<file path="config.mk">
export PLATFORM = sky130hd
export DESIGN_NAME = video_timing_engine_flat
export DESIGN_NICKNAME = d
export VERILOG_FILES = /design/src/rtl/video_timing_engine_if.sv /design/src/rtl/video_timing_engine.sv /design/src/flat_wrapper.sv
export SDC_FILE = /design/constraint.sdc
export NUM_CORES = 1
export LEC_CHECK = 0
export BUFFER_PORTS_ARGS = -buffer_cell sky130_fd_sc_hd__buf_2
export CELL_PAD_IN_SITES_DETAIL_PLACEMENT = 0
export CELL_PAD_IN_SITES_GLOBAL_PLACEMENT = 2
export CORE_MARGIN = 2
export CORE_UTILIZATION = 40
export CTS_BUF_LIST = sky130_fd_sc_hd__clkbuf_4 sky130_fd_sc_hd__clkbuf_8
export DETAILED_ROUTE_END_ITERATION = 8
export PLACE_DENSITY = 0.9
export SLEW_MARGIN = 20
export SYNTH_ARGS = -nofsm -noshare
export SYNTH_HDL_FRONTEND = slang
export SYNTH_SLANG_ARGS = --single-unit
</file>
<file path="constraint.sdc">
create_clock -name pixel_clk -period 4.8 [get_ports pixel_clk]
set_clock_uncertainty 0.2 [all_clocks]
set_input_delay 0.48 -clock pixel_clk [delete_from_list [all_inputs] [get_ports pixel_clk]]
set_output_delay 0.48 -clock pixel_clk [all_outputs]
set_load 0.05 [all_outputs]
</file>
<file path="src/rtl/video_timing_engine_if.sv">
// Staged timing configuration bus for video_timing_engine.
interface video_timing_engine_if #(
    parameter int CW = 13
);
    logic [CW-1:0] cfg_h_active;
    logic [CW-1:0] cfg_h_total;
    logic [CW-1:0] cfg_h_sync_start;
    logic [CW-1:0] cfg_h_sync_end;
    logic [CW-1:0] cfg_v_active;
    logic [CW-1:0] cfg_v_total;
    logic [CW-1:0] cfg_v_sync_start;
    logic [CW-1:0] cfg_v_sync_end;
    logic          cfg_hsync_pol;
    logic          cfg_vsync_pol;
    logic          cfg_update;
    logic          cfg_pending;
    logic          cfg_err;

    modport master (
        output cfg_h_active, cfg_h_total,
        output cfg_h_sync_start, cfg_h_sync_end,
        output cfg_v_active, cfg_v_total,
        output cfg_v_sync_start, cfg_v_sync_end,
        output cfg_hsync_pol, cfg_vsync_pol,
        output cfg_update,
        input  cfg_pending, cfg_err
    );

    modport slave (
        input  cfg_h_active, cfg_h_total,
        input  cfg_h_sync_start, cfg_h_sync_end,
        input  cfg_v_active, cfg_v_total,
        input  cfg_v_sync_start, cfg_v_sync_end,
        input  cfg_hsync_pol, cfg_vsync_pol,
        input  cfg_update,
        output cfg_pending, cfg_err
    );
endinterface

</file>
<file path="src/rtl/video_timing_engine.sv">
// Video timing generator with double-buffered timing set
// committed only at a frame boundary or while stopped.
module video_timing_engine #(
    parameter int CW               = 13,
    parameter int H_ACTIVE_DEF     = 1280,
    parameter int H_TOTAL_DEF      = 1650,
    parameter int H_SYNC_START_DEF = 1390,
    parameter int H_SYNC_END_DEF   = 1430,
    parameter int V_ACTIVE_DEF     = 720,
    parameter int V_TOTAL_DEF      = 750,
    parameter int V_SYNC_START_DEF = 725,
    parameter int V_SYNC_END_DEF   = 730
) (
    input  logic                  pixel_clk,
    input  logic                  rst_n,
    input  logic                  enable,
    video_timing_engine_if.slave  bus,
    output logic                  hsync,
    output logic                  vsync,
    output logic                  de,
    output logic                  hblank,
    output logic                  vblank,
    output logic [CW-1:0]         pix_x,
    output logic [CW-1:0]         pix_y,
    output logic                  sof,
    output logic                  eol,
    output logic [15:0]           frame_cnt
);

    typedef struct packed {
        logic [CW-1:0] h_active;
        logic [CW-1:0] h_total;
        logic [CW-1:0] h_sync_start;
        logic [CW-1:0] h_sync_end;
        logic [CW-1:0] v_active;
        logic [CW-1:0] v_total;
        logic [CW-1:0] v_sync_start;
        logic [CW-1:0] v_sync_end;
        logic          hsync_pol;
        logic          vsync_pol;
    } timing_t;

    localparam timing_t DEF_SET = '{
        h_active:     CW'(H_ACTIVE_DEF),
        h_total:      CW'(H_TOTAL_DEF),
        h_sync_start: CW'(H_SYNC_START_DEF),
        h_sync_end:   CW'(H_SYNC_END_DEF),
        v_active:     CW'(V_ACTIVE_DEF),
        v_total:      CW'(V_TOTAL_DEF),
        v_sync_start: CW'(V_SYNC_START_DEF),
        v_sync_end:   CW'(V_SYNC_END_DEF),
        hsync_pol:    1'b0,
        vsync_pol:    1'b0
    };

    function automatic logic axis_ok(
        input logic [CW-1:0] a,
        input logic [CW-1:0] s,
        input logic [CW-1:0] e,
        input logic [CW-1:0] t
    );
        return (a != '0) && (a <= s) && (s < e)
            && (e <= t) && (t >= CW'(2));
    endfunction

    timing_t       act;
    timing_t       stg;
    timing_t       cfg_in;
    logic          pending;
    logic          err;
    logic [CW-1:0] h;
    logic [CW-1:0] v;
    logic          h_last;
    logic          v_last;
    logic          boundary;
    logic          commit;
    logic          staged_ok;
    logic          h_in_sync;
    logic          v_in_sync;

    assign cfg_in = '{
        h_active:     bus.cfg_h_active,
        h_total:      bus.cfg_h_total,
        h_sync_start: bus.cfg_h_sync_start,
        h_sync_end:   bus.cfg_h_sync_end,
        v_active:     bus.cfg_v_active,
        v_total:      bus.cfg_v_total,
        v_sync_start: bus.cfg_v_sync_start,
        v_sync_end:   bus.cfg_v_sync_end,
        hsync_pol:    bus.cfg_hsync_pol,
        vsync_pol:    bus.cfg_vsync_pol
    };

    assign bus.cfg_pending = pending;
    assign bus.cfg_err     = err;

    // >= keeps the counters self-recovering even if they ever exceed total
    assign h_last    = h >= act.h_total - CW'(1);
    assign v_last    = v >= act.v_total - CW'(1);
    assign boundary  = enable && h_last && v_last;
    assign commit    = pending && !bus.cfg_update
                    && (boundary || !enable);
    assign staged_ok = axis_ok(stg.h_active, stg.h_sync_start,
                               stg.h_sync_end, stg.h_total)
                    && axis_ok(stg.v_active, stg.v_sync_start,
                               stg.v_sync_end, stg.v_total);
    assign h_in_sync = (h >= act.h_sync_start) && (h < act.h_sync_end);
    assign v_in_sync = (v >= act.v_sync_start) && (v < act.v_sync_end);

    always_ff @(posedge pixel_clk or negedge rst_n) begin
        if (!rst_n) begin
            h         <= '0;
            v         <= '0;
            frame_cnt <= '0;
        end else if (!enable) begin
            h <= '0;
            v <= '0;
        end else if (h_last) begin
            h <= '0;
            v <= v_last ? '0 : v + CW'(1);
            if (v_last) frame_cnt <= frame_cnt + 16'd1;
        end else begin
            h <= h + CW'(1);
        end
    end

    // A fresh capture always beats a commit on the same cycle
    always_ff @(posedge pixel_clk or negedge rst_n) begin
        if (!rst_n) begin
            act     <= DEF_SET;
            stg     <= DEF_SET;
            pending <= 1'b0;
            err     <= 1'b0;
        end else if (bus.cfg_update) begin
            stg     <= cfg_in;
            pending <= 1'b1;
        end else if (commit) begin
            pending <= 1'b0;
            if (staged_ok) begin
                act <= stg;
                err <= 1'b0;
            end else begin
                err <= 1'b1;
            end
        end
    end

    always_ff @(posedge pixel_clk or negedge rst_n) begin
        if (!rst_n) begin
            hsync  <= 1'b1;
            vsync  <= 1'b1;
            de     <= 1'b0;
            hblank <= 1'b0;
            vblank <= 1'b0;
            sof    <= 1'b0;
            eol    <= 1'b0;
            pix_x  <= '0;
            pix_y  <= '0;
        end else if (!enable) begin
            hsync  <= ~act.hsync_pol;
            vsync  <= ~act.vsync_pol;
            de     <= 1'b0;
            hblank <= 1'b0;
            vblank <= 1'b0;
            sof    <= 1'b0;
            eol    <= 1'b0;
            pix_x  <= '0;
            pix_y  <= '0;
        end else begin
            hsync  <= h_in_sync ? act.hsync_pol : ~act.hsync_pol;
            vsync  <= v_in_sync ? act.vsync_pol : ~act.vsync_pol;
            de     <= (h < act.h_active) && (v < act.v_active);
            hblank <= h >= act.h_active;
            vblank <= v >= act.v_active;
            sof    <= (h == '0) && (v == '0);
            eol    <= (h == act.h_active - CW'(1))
                   && (v < act.v_active);
            pix_x  <= h;
            pix_y  <= v;
        end
    end

endmodule

</file>
<file path="src/flat_wrapper.sv">
// flat-port wrapper written by rule: the top's interface ports become plain ports
module video_timing_engine_flat 
#(
    parameter int CW               = 13,
    parameter int H_ACTIVE_DEF     = 1280,
    parameter int H_TOTAL_DEF      = 1650,
    parameter int H_SYNC_START_DEF = 1390,
    parameter int H_SYNC_END_DEF   = 1430,
    parameter int V_ACTIVE_DEF     = 720,
    parameter int V_TOTAL_DEF      = 750,
    parameter int V_SYNC_START_DEF = 725,
    parameter int V_SYNC_END_DEF   = 730
)
  (pixel_clk, rst_n, enable, hsync, vsync, de, hblank, vblank, pix_x, pix_y, sof, eol, frame_cnt, bus_cfg_h_active, bus_cfg_h_total, bus_cfg_h_sync_start, bus_cfg_h_sync_end, bus_cfg_v_active, bus_cfg_v_total, bus_cfg_v_sync_start, bus_cfg_v_sync_end, bus_cfg_hsync_pol, bus_cfg_vsync_pol, bus_cfg_update, bus_cfg_pending, bus_cfg_err);
  video_timing_engine_if #(.CW(CW)) bus_i ();
  input  logic pixel_clk;
  input  logic rst_n;
  input  logic enable;
  output logic hsync;
  output logic vsync;
  output logic de;
  output logic hblank;
  output logic vblank;
  output logic [CW-1:0] pix_x;
  output logic [CW-1:0] pix_y;
  output logic sof;
  output logic eol;
  output logic [15:0] frame_cnt;
  input wire logic [$bits(bus_i.cfg_h_active)-1:0] bus_cfg_h_active;
  input wire logic [$bits(bus_i.cfg_h_total)-1:0] bus_cfg_h_total;
  input wire logic [$bits(bus_i.cfg_h_sync_start)-1:0] bus_cfg_h_sync_start;
  input wire logic [$bits(bus_i.cfg_h_sync_end)-1:0] bus_cfg_h_sync_end;
  input wire logic [$bits(bus_i.cfg_v_active)-1:0] bus_cfg_v_active;
  input wire logic [$bits(bus_i.cfg_v_total)-1:0] bus_cfg_v_total;
  input wire logic [$bits(bus_i.cfg_v_sync_start)-1:0] bus_cfg_v_sync_start;
  input wire logic [$bits(bus_i.cfg_v_sync_end)-1:0] bus_cfg_v_sync_end;
  input wire logic [$bits(bus_i.cfg_hsync_pol)-1:0] bus_cfg_hsync_pol;
  input wire logic [$bits(bus_i.cfg_vsync_pol)-1:0] bus_cfg_vsync_pol;
  input wire logic [$bits(bus_i.cfg_update)-1:0] bus_cfg_update;
  output wire logic [$bits(bus_i.cfg_pending)-1:0] bus_cfg_pending;
  output wire logic [$bits(bus_i.cfg_err)-1:0] bus_cfg_err;
  assign bus_i.cfg_h_active = bus_cfg_h_active;
  assign bus_i.cfg_h_total = bus_cfg_h_total;
  assign bus_i.cfg_h_sync_start = bus_cfg_h_sync_start;
  assign bus_i.cfg_h_sync_end = bus_cfg_h_sync_end;
  assign bus_i.cfg_v_active = bus_cfg_v_active;
  assign bus_i.cfg_v_total = bus_cfg_v_total;
  assign bus_i.cfg_v_sync_start = bus_cfg_v_sync_start;
  assign bus_i.cfg_v_sync_end = bus_cfg_v_sync_end;
  assign bus_i.cfg_hsync_pol = bus_cfg_hsync_pol;
  assign bus_i.cfg_vsync_pol = bus_cfg_vsync_pol;
  assign bus_i.cfg_update = bus_cfg_update;
  assign bus_cfg_pending = bus_i.cfg_pending;
  assign bus_cfg_err = bus_i.cfg_err;
  video_timing_engine #(.CW(CW), .H_ACTIVE_DEF(H_ACTIVE_DEF), .H_TOTAL_DEF(H_TOTAL_DEF), .H_SYNC_START_DEF(H_SYNC_START_DEF), .H_SYNC_END_DEF(H_SYNC_END_DEF), .V_ACTIVE_DEF(V_ACTIVE_DEF), .V_TOTAL_DEF(V_TOTAL_DEF), .V_SYNC_START_DEF(V_SYNC_START_DEF), .V_SYNC_END_DEF(V_SYNC_END_DEF)) u_core (.pixel_clk(pixel_clk), .rst_n(rst_n), .enable(enable), .bus(bus_i), .hsync(hsync), .vsync(vsync), .de(de), .hblank(hblank), .vblank(vblank), .pix_x(pix_x), .pix_y(pix_y), .sof(sof), .eol(eol), .frame_cnt(frame_cnt));
endmodule
</file>
==> results.py <==
metrics = {
    "route": {
        "routed_wl_um": 44200,
        "drc": 0,
        "drtIter0Drc": 595,
        "antenna_left": 0,
        "vias_per_cell": 5.10,
        "vias": 12200,
        "dr.pass1.iters": 4,
        "wl_per_cell_um": 18.5,
    },
    "floorplanning": {
        "fp.dieH_um": 204,
        "die_area_um2": 41800,
        "core_um2": 39600,
        "ioPinCount": 161,
        "fp.dieW_um": 204,
        "start_util_pct": 40.5,
        "rows": 73,
    },
    "cts": {
        "clkLatencyLatePin_ps": 620,
        "cts_tree": "yes",
        "root_buffer": "clkbuf_8",
        "cts-buffers-inserted": 52,
        "path_clk_slew_ps": 60,
        "cts_sinks": 289,
        "post_cts_buffers": 0,
        "htree_levels": 2,
        "clockBufferDepth": 3,
    },
    "setup_path": {
        "cp.buffers_inverters": 3,
        "slowest_delay_ps": 480,
        "crit_type": "reg2reg",
        "crit_path_start_kind": "flip-flop",
        "crit_family": "simple AND/OR/NAND/NOR gates",
        "required_ps": 5090,
        "r2r-start": "u_core.act[80]",
        "slowest_stage": "nor4b_2",
        "endpoint_kind": "flip-flop",
        "crit_chain": "inv_1, ha_1, nand2_1, or3_1, nor4_1, xnor2_1, ha_1, nand2_1, o21ai_0, inv_1, and3_1, a21oi_1, nor4b_2, buf_12, mux2_2",
        "path_max_fanout": 53,
        "cp_data_arrival_time_ps": 4570,
        "cp-startpoint": "u_core.act[80]",
    },
    "global_routing": {
        "grt_pass1_vias": 12500,
        "grt_pass1_wl_um": 69100,
        "overflow": 0,
        "antenna_found_initial": 1,
        "grt_use_total_pct": 21.5,
        "grt_max_degree": 118,
    },
    "cells_and_area": {
        "drive_gt1_share_pct": 24.4,
        "num_antenna_cells": 0,
        "areaGrowthSynthToFinish_pct": 22.6,
        "fillers": 3748,
        "fin_cells": 2388,
        "finalNetCount": 2121,
    },
    "sta": {
        "setup_tns_ps": 0,
        "drv_slew": 0,
        "rsz0062_at_grt": "no",
        "max_freq_mhz": 234,
        "worstMarginPinSlew_ps": 917,
        "hold_viol": 0,
        "setup_viol": 0,
        "finalCritPeriodShare_pct": 89.1,
        "post-route-min-period_ps": 4280,
        "slew_headroom_pct": 38.8,
    },
    "yosys": {
        "yosys_register_bits": 289,
        "ys.flop_type": "dfrtp_1",
        "synth-edff-count": 0,
        "synth_top_area_share_pct": 31.0,
        "synth_common_cells": "dfrtp_1, ha_1, inv_1",
        "synth_area_um2": 16100,
        "synth_nets": 1820,
        "ys_types": 64,
        "yosysMostFrequentCell": "dfrtp_1",
        "netlist_instances": 1524,
        "synth_seq_area_share_pct": 45.7,
        "avgSynthCellArea_um2": 10.5,
        "synthTopCellsByArea": "dfrtp_1, dfstp_2, ha_1",
        "ys_warn_count": 0,
        "synth_area_leader_cell": "dfrtp_1",
        "postSynth.asyncResetShare_pct": 100,
    },
    "placed_design": {
        "io_buffers": 160,
        "gp_congestion": 0.830,
        "dp_cells": 2188,
        "hpwl_um": 32100,
    },
    "hold_path": {
        "hold_start": "enable",
        "hold_path.class": "in2reg",
    },
    "pwr": {
        "p_sw_share_pct": 34.8,
        "total_leakage_power_uw": 0.00972,
        "power.density_cell_area_nw_per_um2": 438,
        "ir_worst_vdd_mv": 0.220,
        "finalPower_uw": 8620,
        "clock_power_share_pct": 28.5,
        "switchingPower_uw": 3000,
        "comb_power_share_pct": 32.0,
        "p_int_uw": 5620,
        "pwr-share-seq_pct": 39.4,
    },
    "job": {
        "max-cap-violations": 0,
    },
    "outcome": {
        "status": "finished clean",
    },
}
[registers in the layout (all words and copies together), names as in the netlist, 13 cells and up]
register          flops
u_core.pix_x         13
u_core.stg          106
u_core.pix_y         13
u_core.act          106
u_core.v             13
u_core.frame_cnt     16
u_core.h             13
[worst min-delay path: stages]
cell and delay (ps):
buf_2 100, buf_4 220, o21a_1 140
[routing by layer]
metal  part of all wire (%)  routed length [um]  global-route usage (%)  up-vias
li1                       -                   -                       -     5915
met1                     44               19200                    27.1     5942
met2                     49               21700                    36.5      226
met3                    3.9                1710                    3.65       95
met4                    3.5                1530                    8.64        2
met5                  0.023                  10                       0        -
[power by group through the flow]
| stage | Sequential [uW] | Clock [uW] | Combinational [uW] |
|---|---|---|---|
| after floorplan | 3450 | 0 | 1830 |
| after global placement | 3430 | 0 | 2620 |
| after detailed placement | 3440 | 0 | 2700 |
| after CTS | 3400 | 2530 | 2790 |
| after global routing | 3460 | 2640 | 3140 |
| final | 3400 | 2460 | 2760 |
[metrics by stage]
stage	util, %	hold WS, ps	instance area (um2)	worst slack, ps
6_report	49.7	177	19700	522
5_1_grt	49.7	183	19700	176
4_1_cts	49.7	130	19700	534
3_5_place_dp	44.2	230	17500	548
3_3_place_gp	44.2	217	17500	631
2_1_floorplan	-	-15.6	16100	881
[placed cells by master, fill, tap and decap left out, types with 3 or more instances in the layout]
cell type and instances:
a2111oi_0 5, a211oi_1 8, a21boi_0 3, a21o_1 23, a21oi_1 50, a221oi_1 4, a31oi_1 7, and2_1 21
and3_1 14, and4_1 7, buf_12 4, buf_2 158, buf_4 18, clkbuf_4 23, clkbuf_8 64, clkinv_2 4
dfrtp_1 199, dfstp_2 90, dlygate4sd3_1 108, ha_1 186, inv_1 172, mux2_1 4, mux2_2 82, mux2i_1 53
nand2_1 112, nand2b_1 14, nand3_1 37, nand4_1 38, nor2_1 63, nor2b_1 12, nor3_1 19, nor4_1 24
o211ai_1 6, o21a_1 5, o21ai_0 115, o21ai_1 4, o31ai_1 4, or4_1 4, xnor2_1 39, xor2_1 30
[final cells by class]
type	count	area [um2]	share of cell area, %
clock buffers	87	1050	5.35
clock inverters	5	50.0	0.254
multi-input cells	1021	7840	39.8
repair buffers	289	2100	10.7
well taps	525	657	3.34
flip-flops and latches	289	7340	37.3
inverters	172	646	3.28
[worst paths after layout]
kind                                        end  cells after the start  slack (ps)
max                              u_core.act[52]                     15         520
max reg2reg                      u_core.act[52]                     15         520
min                               u_core.hblank                      3         180
max in group asynchronous       u_core.stg[101]                      3        3040
min in group asynchronous  u_core.frame_cnt[13]                      2         330
min reg2reg                        u_core.hsync                      1         230
[cells by family (layout without fill, tap and decap cells)]
| family | count (synthesis) | in the layout | share of synthesized area (%) |
|---|---|---|---|
| compound gates | 249 | 249 | 9.22 |
| xor+xnor | 69 | 69 | 3.76 |
| fa+ha+maj | 186 | 186 | 14.5 |
| buf+inv | 214 | 553 | 5.48 |
| flops | 289 | 289 | 45.7 |
| mux | 139 | 139 | 9.33 |
| simple gates | 378 | 378 | 12.0 |
[what timing repair did]
item | 4_1_cts | 5_1_grt
endpoints found under the hold margin | 183 | 0
resized for setup | 0 | 0
hold buffers | 108 | 0
Note: power is estimated with default switching activity, not from simulation.
